$ cat config.mk
export PLATFORM = sky130hd
export DESIGN_NAME = ps2_host_tx_flat
export DESIGN_NICKNAME = d
export VERILOG_FILES = /design/src/rtl/ps2_host_tx_if.sv /design/src/rtl/ps2_host_tx.sv /design/src/flat_wrapper.sv
export SDC_FILE = /design/constraint.sdc
export NUM_CORES = 1
export LEC_CHECK = 0
export BUFFER_PORTS_ARGS = -buffer_cell sky130_fd_sc_hd__clkbuf_2
export CAP_MARGIN = 20
export CORE_UTILIZATION = 54
export DETAILED_ROUTE_END_ITERATION = 10
export PLACE_DENSITY = 0.75
export SLEW_MARGIN = 40
export SYNTH_ARGS = -nofsm -noshare
export SYNTH_HDL_FRONTEND = slang
export SYNTH_SLANG_ARGS = --single-unit
$ cat constraint.sdc
create_clock -name clk -period 2.1 [get_ports clk]
set_input_delay 0 -clock clk [delete_from_list [all_inputs] [get_ports clk]]
set_output_delay 0 -clock clk [all_outputs]
set_load 0.03 [all_outputs]
$ cat src/rtl/ps2_host_tx_if.sv
// Command/status and open-collector pin bundle between a PS/2 host transmitter and its user.
// The slave modport is the transmitter's view; master is the controller/pad side.
interface ps2_host_tx_if;
  logic [7:0] tx_data;
  logic       tx_valid;
  logic       tx_ready;
  logic       ps2_clk_in;
  logic       ps2_data_in;
  logic       ps2_clk_oe;
  logic       ps2_data_oe;
  logic       rx_inhibit;
  logic       done;
  logic       ack_ok;
  logic       err_timeout;

  modport master (
    output tx_data, tx_valid, ps2_clk_in, ps2_data_in,
    input  tx_ready, ps2_clk_oe, ps2_data_oe, rx_inhibit, done, ack_ok, err_timeout
  );

  modport slave (
    input  tx_data, tx_valid, ps2_clk_in, ps2_data_in,
    output tx_ready, ps2_clk_oe, ps2_data_oe, rx_inhibit, done, ack_ok, err_timeout
  );
endinterface

$ cat src/rtl/ps2_host_tx.sv
// PS/2 host-to-device transmitter: inhibits the bus, requests to send, shifts a byte out on
// device clock falling edges, checks the device ack and aborts on a request-to-ack timeout.
//
// state     | meaning
// ----------+-----------------------------------------------------------
// S_IDLE    | ready for a command byte, lines released
// S_INHIBIT | holding the clock low before the request
// S_REQ     | start bit driven, clock released on the next edge
// S_SHIFT   | presenting data, parity and stop on each device falling edge
// S_ACK     | waiting for the device ack falling edge
// S_WAITIDLE| waiting for clock and data to both return high
module ps2_host_tx #(
  parameter int INHIBIT_CYCLES = 2500,
  parameter int TIMEOUT_CYCLES = 375000,
  parameter int FILTER_LEN     = 8
) (
  input logic          clk,
  input logic          reset,
  ps2_host_tx_if.slave bus
);

  localparam int IW  = $clog2(INHIBIT_CYCLES + 1);
  localparam int TOW = $clog2(TIMEOUT_CYCLES + 1);
  localparam int FW  = $clog2(FILTER_LEN + 1);

  localparam logic [IW-1:0]  INH_LOAD = IW'(INHIBIT_CYCLES - 2);
  localparam logic [TOW-1:0] TO_LOAD  = TOW'(TIMEOUT_CYCLES - 1);
  localparam logic [FW-1:0]  FLT_LAST = FW'(FILTER_LEN - 1);

  typedef enum logic [2:0] {
    S_IDLE, S_INHIBIT, S_REQ, S_SHIFT, S_ACK, S_WAITIDLE
  } state_t;

  state_t         state, state_n;
  logic [1:0]     clk_s, dat_s;
  logic           clk_filt, fe;
  logic [FW-1:0]  flt_cnt;
  logic [IW-1:0]  inh_cnt, inh_cnt_n;
  logic [TOW-1:0] to_cnt, to_cnt_n;
  logic [3:0]     bit_cnt, bit_cnt_n;
  logic [7:0]     data_q, data_n;
  logic           par_q, par_n;
  logic           clk_oe_q, clk_oe_n, data_oe_q, data_oe_n;
  logic           ready_q, inhibit_q, done_q, done_n, ack_q, ack_n, err_q, err_n;
  logic           to_run, to_expired;

  // Synchronise both pins; the clock level only moves after FILTER_LEN agreeing samples
  always_ff @(posedge clk or posedge reset) begin
    if (reset) begin
      clk_s    <= 2'b11;
      dat_s    <= 2'b11;
      clk_filt <= 1'b1;
      flt_cnt  <= '0;
      fe       <= 1'b0;
    end else begin
      clk_s <= {clk_s[0], bus.ps2_clk_in};
      dat_s <= {dat_s[0], bus.ps2_data_in};
      fe    <= 1'b0;
      if (clk_s[1] == clk_filt) begin
        flt_cnt <= '0;
      end else if (flt_cnt == FLT_LAST) begin
        clk_filt <= clk_s[1];
        flt_cnt  <= '0;
        fe       <= clk_filt;
      end else begin
        flt_cnt <= flt_cnt + 1'b1;
      end
    end
  end

  always_ff @(posedge clk or posedge reset) begin
    if (reset) begin
      state     <= S_IDLE;
      inh_cnt   <= '0;
      to_cnt    <= '0;
      bit_cnt   <= '0;
      data_q    <= '0;
      par_q     <= 1'b0;
      clk_oe_q  <= 1'b0;
      data_oe_q <= 1'b0;
      ready_q   <= 1'b1;
      inhibit_q <= 1'b0;
      done_q    <= 1'b0;
      ack_q     <= 1'b0;
      err_q     <= 1'b0;
    end else begin
      state     <= state_n;
      inh_cnt   <= inh_cnt_n;
      to_cnt    <= to_cnt_n;
      bit_cnt   <= bit_cnt_n;
      data_q    <= data_n;
      par_q     <= par_n;
      clk_oe_q  <= clk_oe_n;
      data_oe_q <= data_oe_n;
      ready_q   <= (state_n == S_IDLE);
      inhibit_q <= (state_n != S_IDLE);
      done_q    <= done_n;
      ack_q     <= ack_n;
      err_q     <= err_n;
    end
  end

  always_comb begin
    state_n    = state;
    inh_cnt_n  = inh_cnt;
    to_cnt_n   = to_cnt;
    bit_cnt_n  = bit_cnt;
    data_n     = data_q;
    par_n      = par_q;
    clk_oe_n   = clk_oe_q;
    data_oe_n  = data_oe_q;
    done_n     = 1'b0;
    ack_n      = ack_q;
    err_n      = 1'b0;
    to_run     = (state == S_REQ) || (state == S_SHIFT) ||
                 (state == S_ACK) || (state == S_WAITIDLE);
    to_expired = to_run && (to_cnt == '0);

    if (to_run) to_cnt_n = to_cnt - 1'b1;

    // Expiry outranks a falling edge arriving on the same cycle
    if (to_expired) begin
      state_n   = S_IDLE;
      clk_oe_n  = 1'b0;
      data_oe_n = 1'b0;
      err_n     = 1'b1;
      to_cnt_n  = '0;
    end else begin
      case (state)
        S_IDLE: begin
          if (bus.tx_valid) begin
            data_n    = bus.tx_data;
            par_n     = ~^bus.tx_data;
            clk_oe_n  = 1'b1;
            inh_cnt_n = INH_LOAD;
            state_n   = S_INHIBIT;
          end
        end
        // The REQ cycle keeps the clock low, so INHIBIT itself lasts one cycle less
        S_INHIBIT: begin
          if (inh_cnt == '0) begin
            data_oe_n = 1'b1;
            to_cnt_n  = TO_LOAD;
            state_n   = S_REQ;
          end else begin
            inh_cnt_n = inh_cnt - 1'b1;
          end
        end
        S_REQ: begin
          clk_oe_n  = 1'b0;
          bit_cnt_n = '0;
          state_n   = S_SHIFT;
        end
        S_SHIFT: begin
          if (fe) begin
            bit_cnt_n = bit_cnt + 1'b1;
            if (bit_cnt < 4'd8) begin
              data_oe_n = ~data_q[bit_cnt[2:0]];
            end else if (bit_cnt == 4'd8) begin
              data_oe_n = ~par_q;
            end else begin
              data_oe_n = 1'b0;
              state_n   = S_ACK;
            end
          end
        end
        S_ACK: begin
          if (fe) begin
            ack_n   = ~dat_s[1];
            state_n = S_WAITIDLE;
          end
        end
        S_WAITIDLE: begin
          if (clk_filt && dat_s[1]) begin
            done_n  = 1'b1;
            state_n = S_IDLE;
          end
        end
        default: state_n = S_IDLE;
      endcase
    end
  end

  assign bus.tx_ready    = ready_q;
  assign bus.ps2_clk_oe  = clk_oe_q;
  assign bus.ps2_data_oe = data_oe_q;
  assign bus.rx_inhibit  = inhibit_q;
  assign bus.done        = done_q;
  assign bus.ack_ok      = ack_q;
  assign bus.err_timeout = err_q;

endmodule

$ cat src/flat_wrapper.sv
// flat-port wrapper written by rule: the top's interface ports become plain ports
module ps2_host_tx_flat 
#(
  parameter int INHIBIT_CYCLES = 2500,
  parameter int TIMEOUT_CYCLES = 375000,
  parameter int FILTER_LEN     = 8
)
  (clk, reset, bus_tx_data, bus_tx_valid, bus_ps2_clk_in, bus_ps2_data_in, bus_tx_ready, bus_ps2_clk_oe, bus_ps2_data_oe, bus_rx_inhibit, bus_done, bus_ack_ok, bus_err_timeout);
  ps2_host_tx_if bus_i ();
  input logic clk;
  input logic reset;
  input wire logic [$bits(bus_i.tx_data)-1:0] bus_tx_data;
  input wire logic [$bits(bus_i.tx_valid)-1:0] bus_tx_valid;
  input wire logic [$bits(bus_i.ps2_clk_in)-1:0] bus_ps2_clk_in;
  input wire logic [$bits(bus_i.ps2_data_in)-1:0] bus_ps2_data_in;
  output wire logic [$bits(bus_i.tx_ready)-1:0] bus_tx_ready;
  output wire logic [$bits(bus_i.ps2_clk_oe)-1:0] bus_ps2_clk_oe;
  output wire logic [$bits(bus_i.ps2_data_oe)-1:0] bus_ps2_data_oe;
  output wire logic [$bits(bus_i.rx_inhibit)-1:0] bus_rx_inhibit;
  output wire logic [$bits(bus_i.done)-1:0] bus_done;
  output wire logic [$bits(bus_i.ack_ok)-1:0] bus_ack_ok;
  output wire logic [$bits(bus_i.err_timeout)-1:0] bus_err_timeout;
  assign bus_i.tx_data = bus_tx_data;
  assign bus_i.tx_valid = bus_tx_valid;
  assign bus_i.ps2_clk_in = bus_ps2_clk_in;
  assign bus_i.ps2_data_in = bus_ps2_data_in;
  assign bus_tx_ready = bus_i.tx_ready;
  assign bus_ps2_clk_oe = bus_i.ps2_clk_oe;
  assign bus_ps2_data_oe = bus_i.ps2_data_oe;
  assign bus_rx_inhibit = bus_i.rx_inhibit;
  assign bus_done = bus_i.done;
  assign bus_ack_ok = bus_i.ack_ok;
  assign bus_err_timeout = bus_i.err_timeout;
  ps2_host_tx #(.INHIBIT_CYCLES(INHIBIT_CYCLES), .TIMEOUT_CYCLES(TIMEOUT_CYCLES), .FILTER_LEN(FILTER_LEN)) u_core (.clk(clk), .reset(reset), .bus(bus_i));
endmodule
Yosys cells after proc, flatten, opt, wreduce, memory -nomap -nowiden
Index checks and enable logic that the tools add are counted.
- register bits: 64
- logic and storage cells: 102
- $add $sub $neg: 4
- magnitude comparators: 2
- equal/unequal tests: 14
- mux-type cells: 37
- bitwise operators: 5
- reduce and logical (&&, ||, !) cells: 22
- operator list (kind ; number):
    19-bit 2-to-1 mux ; 4
    12-bit 2-to-1 mux ; 2
    3-bit 2-to-1 mux ; 8
    12-bit case mux with 2 select lines ; 1
    19-bit logical NOT ; 1
    19-bit by 1-bit subtractor with 19-bit output, second input constant ; 1
    3-bit case mux with 6 select lines ; 1
    1-bit 2-to-1 mux ; 14
    12-bit logical NOT ; 1
    4-bit 2-to-1 mux ; 3
    3-bit AND reduction ; 4
    12-bit by 1-bit subtractor with 12-bit output, second input constant ; 1
    3-bit nonzero test ; 3
    4-bit by 1-bit adder with 4-bit output, second input constant ; 2
    4-bit case mux with 2 select lines ; 1
    8-bit XNOR reduction ; 1
    3-bit by 2-bit equality test with 1-bit output, second input constant ; 2
    3-bit equality test, second input constant ; 2
    3-bit logical NOT ; 2
    3-bit by 1-bit inequality test with 1-bit output, second input constant ; 2
    1-bit NOT ; 5
    4-bit by 3-bit equality test with 1-bit output, second input constant ; 1
    4-bit equality test, second input constant ; 1
    3-bit by 4-bit less-than comparator with 1-bit output, second input constant ; 1
    13 further kinds ; 20

Depth between registers and ports, before layout
Gate-level depths: netlist of the first run.
- depth after elaboration: 8
- depth in mapped cells: 7
- gate-level depth less buffers: 7

Worst setup path before layout of the first run
No wires, ideal clock.
- path type: flip-flop to flip-flop
- start: register u_core.inh_cnt[0]
- end: register u_core.inh_cnt[5]
- data arrival time: 1862 ps
- data required time: 1968 ps
- slack: 106 ps
- cell stages (with the launch flop): 8
- buffers on the path: 0
- period minus slack after synthesis: 1994 ps
- path through: dfrtp_1 inv_1 ha_1 or4b_2 o31a_1 nand3_1 xor2_1 nor2_1
- cells in the longest elaborated chain, start to end: 3
- RTL lines (element ; line ; RTL):
    from (decl) ; ps2_host_tx.sv:38 ; logic [IW-1:0] inh_cnt, inh_cnt_n;
    from (signal assigned) ; ps2_host_tx.sv:88 ; inh_cnt <= inh_cnt_n;
    12-bit by 1-bit subtractor with 12-bit output or 12-bit logical NOT (tied branches) ; ps2_host_tx.sv:146, ps2_host_tx.sv:141 ;
    12-bit 2-to-1 mux or 2-bit inequality test (tied branches) ; -- ;
    12-bit case mux with 2 select lines or 4-bit AND reduction (tied branches) ; -- ;
Parallel ways exist; a longest one is shown, timed or not. The select of a mux whose other input is x is not followed.
A chain may end at the register's enable or synchronous reset.

Worst setup path in the final report of the first run
- start: register u_core.to_cnt[11]
- end: register u_core.bit_cnt[0]
- cells in the longest elaborated chain, start to end: 4
- RTL lines (element ; line ; RTL):
    from (decl) ; ps2_host_tx.sv:39 ; logic [TOW-1:0] to_cnt, to_cnt_n;
    from (signal assigned) ; ps2_host_tx.sv:89 ; to_cnt <= to_cnt_n;
    19-bit logical NOT ; ps2_host_tx.sv:117 ; to_expired = to_run && (to_cnt == '0);
    1-bit logical AND ; ps2_host_tx.sv:117 ;
    1-bit NOT (no source line) ; -- ;
    3-bit AND reduction (no source line) ; -- ;
    to (signal assigned) ; ps2_host_tx.sv:90 ; bit_cnt <= bit_cnt_n;
    to (decl) ; ps2_host_tx.sv:40 ; logic [3:0] bit_cnt, bit_cnt_n;
Every way passes these cells.

==> flow_summary.ini, run 1 <==
[status]
outcome = finished, final reports clean

[critical_path]
end_kind = flip-flop
rrSetupSlack_ps = 120
crit_chain = or4_4, nand2b_1, nor3_4, buf_4, or2_2, mux2_2
rr_worst_depth = 6
crit_path_max_fanout = 5
arrival_ps = 2250
cp_slowest_cell = or4_4
r2r-start = u_core.to_cnt[11]
slowest_delay_ps = 570
path_class = flip-flop to flip-flop
cp-start-kind = flip-flop
r2r_end = u_core.bit_cnt[0]
cp.required_ps = 2370

[sta]
rsz0062_at_grt = false
report.final.hold_viol_count = 0
slew_headroom_pct = 60.4
post-route-period-util_pct = 94.4
finalSetupViolations = 0
period_needed_ps = 1980
tns_ps = 0
drv_slew = 0
worst_pin_slew_ps = 593
fmax_mhz = 504
clock_skew_ps = 10.3

[grt]
antenna_found_initial = 0
grt_pass1_vias = 2368
grt_max_degree = 38
gr-usage-all-layers_pct = 23.0
overflow = 0
grt_pass1_wl_mm = 11.0

[die]
fp-row-count = 27
start_util_pct = 56.9
io_pins = 20
die-area_um2 = 6180
dieWidth_um = 78.6
core_um2 = 5570
die_y_um = 78.6

[logic_synthesis]
synth_nets = 328
synth_edf_count = 0
synthTopCellsByCount = 58 x dfrtp_1, 46 x nand2_1, 29 x nor2_1, 23 x xnor2_1, 16 x nor3_1
synth_area_leaders = dfrtp_1 46%, xnor2_1 6.4%, nand2_1 5.4%
synth_cell_types = 50
ys_seq_area_share_pct = 50.7
syn_inst = 311
ys_seq_elements = 64
syn-cell-area_um2 = 3170
synth_top_family_by_area = simple AND/OR/NAND/NOR gates
synth_top_area_share_pct = 45.8
synthAdderAreaFrac_pct = 1.58
ys_async_sr_fraction_pct = 100
synth_compound_area_share_pct = 7.93
synthSimpleGateAreaFrac_pct = 25.4
synth.mux.area_fraction_pct = 3.00
synth_xor_area_share_pct = 8.88
yosysWarningCount = 0
synth_ff_type = dfrtp_1
yosysMostFrequentCell = dfrtp_1
synth_largest_area_cell = dfrtp_1
synth.avg_cell_area_um2 = 10.2

[clock_network]
clockBufferDepth = 2
cts_sinks = 64
htree_num_levels = 3
cts_root_buf = clkbuf_8
insertion_delay_ps = 340
clk_pin_slew_ps = 70
cts_tree = done
numCtsBuffers = 9

[cells_and_area]
diodes = 0
area_growth_pct = 19.3
layout-drive-gt1-share_pct = 21.1
fin_util_pct = 67.9
nNetsFinal = 377

[power_and_ir_drop]
pwr-share-seq_pct = 50.7
switchingPower_mw = 0.610
power.density_nw_per_um2 = 709
max-vdd-ir-drop_uv = 455
switching_share_pct = 22.7
p_clk_share_pct = 41.8
power_frac_comb_pct = 7.5
p_leak_nw = 1.69
intPower_mw = 2.07

[min_path]
min_path_type = primary input to flip-flop
holdPathEnd = u_core.bus.tx_ready
hold_path_depth = 4
hp-start = bus_tx_valid

[drt]
drc = 0
drt_iter0_drc = 98
dr.pass1.iters = 4
viasPerCell = 5.50
wl_mm = 6.23
num_vias = 2405
antenna_left = 0
wl_per_cell_um = 14.2

[place]
place_congestion = 0.857
port_buffers = 19
dp_hpwl_mm = 4.34

[job]
cap_violations = 0
==> placed cells by master (no fill, tap or decap), drive strengths merged, types with 3 or more instances in the layout <==
master | Yosys | routed
nand4 | 3 | 3
or4 | 4 | 4
buf | 4 | 17
nor3b | 6 | 6
xor2 | 7 | 7
clkbuf | 5 | 31
or3 | 4 | 4
o21ai | 12 | 12
a21oi | 15 | 15
dlygate4sd3 | 0 | 11
inv | 9 | 9
nor2b | 3 | 3
dfstp | 6 | 6
nor4b | 4 | 4
nor2 | 29 | 29
nor4 | 7 | 7
nor3 | 18 | 18
nand2 | 46 | 46
ha | 4 | 4
dfrtp | 58 | 58
nand2b | 4 | 4
nand3 | 12 | 12
xnor2 | 23 | 23
mux2i | 5 | 5
==> power groups by stage <==
stage	Combinational [mW]	Sequential, mW	Clock (mW)
after global placement	0.180	1.38	0
after detailed placement	0.186	1.38	0
after global routing	0.228	1.37	1.20
final	0.202	1.36	1.12
after CTS	0.205	1.36	1.15
after floorplan	0.137	1.37	0
==> registers in the layout, summed over array words and instances, names as in the netlist, 2 cells and up <==
| signal | count |
|---|---|
| u_core.state | 3 |
| u_core.flt_cnt | 4 |
| u_core.data_q | 8 |
| u_core.bit_cnt | 4 |
| u_core.inh_cnt | 12 |
| u_core.dat_s | 2 |
| u_core.clk_s | 2 |
| u_core.to_cnt | 19 |
==> repair_timing <==
action | in CTS | in global routing
gates resized for setup | 0 | 3
hold endpoints to repair | 36 | 0
endpoints found under the setup margin | 2 | 31
buffers inserted | 0 | 2
hold buffers | 11 | 0
pin swaps | 1 | 2
==> how the worst max path moves through the flow <==
stage | start | end | slack [ps] | cells past startpoint
floorplan | u_core.inh_cnt[0] | u_core.inh_cnt[5] | 110 | 7
global placement | u_core.inh_cnt[0] | u_core.inh_cnt[5] | 90 | 7
detailed placement | u_core.inh_cnt[0] | u_core.inh_cnt[6] | 7 | 7
CTS | u_core.inh_cnt[0] | u_core.inh_cnt[5] | 10 | 7
global route | u_core.to_cnt[11] | u_core.bit_cnt[0] | 10 | 6
finish | u_core.to_cnt[11] | u_core.bit_cnt[0] | 120 | 6
==> stage by stage <==
stage          total power [mW]  hold slack, ps  setup slack [ps]  cell area [um2]  cells
3_3_place_gp               1.56            83.3              85.2             3440    408
3_5_place_dp               1.57            89.3              7.21             3440    408
6_report                   2.68             115               117             3780    437
5_1_grt                    2.79             170              12.6             3780    437
4_1_cts                    2.71            85.8              11.6             3750    435
2_1_floorplan              1.51            4.48               106             3170    311
==> area by class of cell <==
class	instances	area, um2
fill	447	1790
clock buffer	12	135
clock inverter	4	70.1
inverter	9	33.8
sequential	64	1610
multi-input combinational	229	1500
timing repair buffer	47	345
tap	72	90.1
==> worst max-delay path: cells and delay by family (launching register included) <==
family | cells | cell delay, ps
and+or+nand+nor | 4 | 1180
muxes | 1 | 140
DFF | 1 | 420
buffers and inverters | 1 | 180
==> layer usage <==
| metal | global-route usage [%] | wire length [um] | up-vias |
|---|---|---|---|
| li1 | - | - | 1187 |
| met1 | 30.3 | 2890 | 1171 |
| met2 | 37.1 | 3100 | 39 |
| met3 | 3.84 | 148 | 8 |
| met4 | 10.0 | 91 | 0 |
| met5 | 0 | 0 | - |
==> kinds of logic after synthesis <==
group,count (synthesis)
simple gates,147
flops,64
compound gates,40
xor+xnor,30
buf+inv,18
mux,8
fa+ha+maj,4
Note: power is estimated with default switching activity, not from simulation.
==> run 2, diff against run 1 <==
Settings changed: RECOVER_POWER from default to 50.
==> flow_summary.ini, run 2 (synthesis results as in run 1) <==
[status]
outcome = finished, final reports clean

[clock_network]
clk_pin_slew_ps = 70
cts_tree = done
htree_num_levels = 3
cts_sinks = 64
clockBufferDepth = 2
cts_root_buf = clkbuf_8
numCtsBuffers = 9
insertion_delay_ps = 340

[sta]
post-route-period-util_pct = 94.1
fmax_mhz = 506
layout_setup_ws_ps = 124
worst_hold_slack_ps = 118
slew_headroom_pct = 32.1
finalSetupViolations = 0
worst_pin_slew_ps = 1020
clock_skew_ps = 10.4
rsz0062_at_grt = false
report.final.hold_viol_count = 0
period_needed_ps = 1980
drv_slew = 0
tns_ps = 0

[cells_and_area]
diodes = 0
final_cells = 437
fillCellCount = 453
stdcell_area_um2 = 3760
layout_common_cells = 58 x dfrtp_1, 46 x nand2_1, 29 x nor2_1, 23 x xnor2_1
multiInputGateArea_um2 = 1500
largest_register_ffs = 19
final_common_cell = dfrtp_1
area_growth_pct = 18.6
ff_latch_area_um2 = 1610
largest_registers = u_core.to_cnt x19, u_core.inh_cnt x12, u_core.data_q x8
largest_register = u_core.to_cnt
nNetsFinal = 377
layout-drive-gt1-share_pct = 19.2
fin_util_pct = 67.5

[grt]
grt_pass1_wl_mm = 11.0
overflow = 0
grt_pass1_vias = 2368
gr-usage-all-layers_pct = 23.0
antenna_found_initial = 0
grt_max_degree = 38

[die]
core_um2 = 5570
dieWidth_um = 78.6
io_pins = 20
die_y_um = 78.6
die-area_um2 = 6180
start_util_pct = 56.9
fp-row-count = 27

[place]
place_congestion = 0.857
placed_area_um2 = 3440
dp_slack_ps = 7.21
dp.cells = 408
port_buffers = 19
dp_hpwl_mm = 4.34

[drt]
drc = 0
antenna_left = 0
dr.pass1.iters = 4
wl_mm = 6.21
wl_per_cell_um = 14.2
viasPerCell = 5.47
drt_iter0_drc = 94
num_vias = 2391

[critical_path]
cp.required_ps = 2370
slowest_delay_ps = 570
cp_slowest_cell = or4_4
crit_path_max_fanout = 5
arrival_ps = 2250
cp-startpoint = u_core.to_cnt[11]
crit_chain = or4_4, nand2b_1, nor3_4, buf_4, or2_2, mux2_2
r2r-start = u_core.to_cnt[11]
cp-start-kind = flip-flop
end_kind = flip-flop
path_class = flip-flop to flip-flop

[power_and_ir_drop]
power_mw = 2.68
power.density_nw_per_um2 = 712
p_leak_nw = 1.67
max-vdd-ir-drop_uv = 455

[min_path]
min_path_type = primary input to flip-flop
hp-start = bus_tx_valid

[job]
cap_violations = 0
## run 2: changes by cell type in the layout (fill, tap and decap cells not counted)
cell      previous run  this run
clkbuf_1             3         9
clkbuf_2            19        13
buf_12               1         0
clkbuf_4             0         1
inv_1                8         9
inv_2                1         0
## run 2: power by group
group	switching, mW	total (mW)	leakage, nW	internal (mW)
clock	0.455	1.12	0.104	0.666
combinational	0.0999	0.198	0.751	0.0981
sequential	0.0543	1.36	0.811	1.31
## run 2: path summary, 6_finish.rpt
check | slack (ps) | cells after the start | endpoint
hold / removal | 120 | 4 | u_core.bus.tx_ready
max in group asynchronous | 510 | 4 | u_core.clk_filt
setup reg to reg | 120 | 6 | u_core.bit_cnt[0]
hold reg to reg | 360 | 0 | u_core.clk_s[1]
min in group asynchronous | 430 | 3 | u_core.to_cnt[12]
setup / recovery | 120 | 6 | u_core.bit_cnt[0]
## run 2: layer usage
layer / GRT usage [%] / share of wire [%]
met5: 0 / 0
met2: 37.1 / 50
met3: 3.84 / 3.0
met1: 30.3 / 45
met4: 10.0 / 1.5
## run 2: repair_timing
| action | CTS | global route |
|---|---|---|
| pin swaps | 1 | 2 |
| hold endpoints to repair | 36 | 0 |
| hold buffers | 11 | 0 |
| resized for setup | 0 | 3 |
| gates cloned | 0 | 0 |
| setup buffers | 0 | 2 |
| endpoints found under the setup margin | 2 | 31 |
## run 2: cell type report
class / count / area share [%]
tap: 72 / 2.39
multi-input combinational: 229 / 39.8
clock buffer: 12 / 3.59
clock inverter: 4 / 1.86
sequential: 64 / 42.8
timing repair buffer: 47 / 8.65
inverter: 9 / 0.898
## run 2: critical path: cells and delay by family, from the launching register on
kind / cells / cell delay [ps]
buf+inv: 1 / 180
flops: 1 / 420
mux: 1 / 140
simple gates: 4 / 1170
==> run 3, diff against run 2 <==
Settings changed: CORE_UTILIZATION 54 to 33, PLACE_DENSITY 0.75 to default.
Clock period 2.1 ns to 2 ns, I/O delays scaled along.
==> flow_summary.ini, run 3 (synthesis results as in run 1) <==
[clock_network]
cts_root_buf = clkbuf_8
clk_pin_slew_ps = 70
cts_sinks = 64
htree_num_levels = 3
cts_tree = done
clockBufferDepth = 2
numCtsBuffers = 9
insertion_delay_ps = 340

[drt]
drc = 0
dr_wl_met3_um = 133
drt_iter0_drc = 119
dr.pass1.iters = 4
antenna_left = 0
wl_met1_mm = 2.92
viasPerCell = 4.76
num_vias = 2416
wl_met2_mm = 3.17
wl_mm = 6.34
dr.max_layer_used = met4
wl_per_cell_um = 12.5

[power_and_ir_drop]
power.density_nw_per_um2 = 711
max-vdd-ir-drop_uv = 483
p_leak_nw = 1.74

[sta]
tns_ps = 0
fmax_mhz = 522
worst_pin_slew_ps = 997
rsz0062_at_grt = false
report.final.hold_viol_count = 0
period_needed_ps = 1920
clock_skew_ps = 5.30
post-route-period-util_pct = 95.8
layout_setup_ws_ps = 84.9
finalSetupViolations = 0
slew_headroom_pct = 33.4
drv_slew = 0

[critical_path]
cp-startpoint = u_core.to_cnt[0]
cp_slowest_cell = dfrtp_1
r2r_end = u_core.bit_cnt[0]
end_kind = flip-flop
cpMostUsedCell = buf_4
r2r-start = u_core.to_cnt[0]
slowest_delay_ps = 350
path_class = flip-flop to flip-flop
crit_chain = inv_1, ha_1, nor3b_1, buf_4, nand4_4, nor3_4, buf_4, or2_2, mux2_2
cp.required_ps = 2220
crit_path_max_fanout = 5
arrival_ps = 2140
cp-start-kind = flip-flop
rrSetupSlack_ps = 80
endpoint = u_core.bit_cnt[0]
rr_worst_depth = 9

[die]
die_y_um = 100
start_util_pct = 34.2
dieWidth_um = 100
io_pins = 20
core_um2 = 9280
die-area_um2 = 10000
fp-row-count = 35

[place]
dp_hpwl_mm = 4.48
dp_slack_ps = -38.0
port_buffers = 19
dp.cells = 481
place_congestion = 0.841

[cells_and_area]
diodes = 0
fin_util_pct = 42.7
final_cells = 508
area_growth_pct = 24.9
nNetsFinal = 391
largest_register_ffs = 19
largest_registers = u_core.to_cnt x19, u_core.inh_cnt x12, u_core.data_q x8
layout_common_cells = 58 x dfrtp_1, 46 x nand2_1, 30 x buf_4, 29 x nor2_1, 23 x xnor2_1
largest_register = u_core.to_cnt
final_common_cell = dfrtp_1
multiInputGateArea_um2 = 1510
ff_latch_area_um2 = 1610
layout-drive-gt1-share_pct = 22.4
fillCellCount = 926

[job]
cap_violations = 0

[min_path]
hold_path_depth = 4
min_path_type = primary input to flip-flop

[grt]
overflow = 0
antenna_found_initial = 0
gr-usage-all-layers_pct = 14.5
grt_max_degree = 39
grt_pass1_vias = 2486
grt_pass1_wl_mm = 11.2

[status]
outcome = finished, final reports clean
[run 3: worst min-delay path by stage]
stage | endpoint | from | slack [ps]
6_report | u_core.bus.tx_ready | bus_tx_valid | 70
5_1_grt | u_core.bus.tx_ready | bus_tx_valid | 100
4_1_cts | u_core.bus.tx_ready | bus_tx_valid | 60
3_5_place_dp | u_core.flt_cnt[3] | reset | 90
3_3_place_gp | u_core.flt_cnt[3] | reset | 80
2_1_floorplan | u_core.clk_s[0] | bus_ps2_clk_in | 4
[run 3: where the power goes]
group / internal, mW / switching [mW]
logic: 0.110 / 0.106
clock network: 0.711 / 0.471
registers: 1.37 / 0.0494
total: 2.19 / 0.626
[run 3: final cells by class]
| cell class | instances | area share, % |
|---|---|---|
| inverter | 9 | 0.853 |
| tap | 129 | 4.07 |
| clock inverter | 2 | 0.884 |
| sequential | 64 | 40.6 |
| timing repair buffer | 61 | 10.9 |
| clock buffer | 14 | 4.61 |
| multi-input combinational | 229 | 38.1 |
[run 3: worst max-delay path: cells and delay by family, from the launching register on]
family,cells,cell delay [ps]
adders and majority gates,1,200
buffers and inverters,3,350
DFF,1,350
muxes,1,260
and+or+nand+nor,4,620
[run 3: timing repair]
action / in CTS / in global routing
hold buffers: 11 / 0
resized for setup: 1 / 4
setup endpoints to repair: 5 / 21
buffers inserted: 0 / 0
hold endpoints to repair: 35 / 0
pin swaps: 1 / 1
[run 3: stage by stage]
step | power (mW) | area (um2) | hold WS [ps]
final | 2.82 | 3960 | 72.7
after floorplan | 1.58 | 3170 | 4.48
after CTS | 2.87 | 3960 | 63.0
after global routing | 2.95 | 3960 | 103
after global placement | 1.65 | 3630 | 83.5
after detailed placement | 1.65 | 3630 | 88.9
[run 3: metal layers]
layer,track usage [%],up-vias
met2,24.7,29
met4,6.91,0
li1,-,1210
met1,17.2,1168
met5,0,-
met3,3.55,9
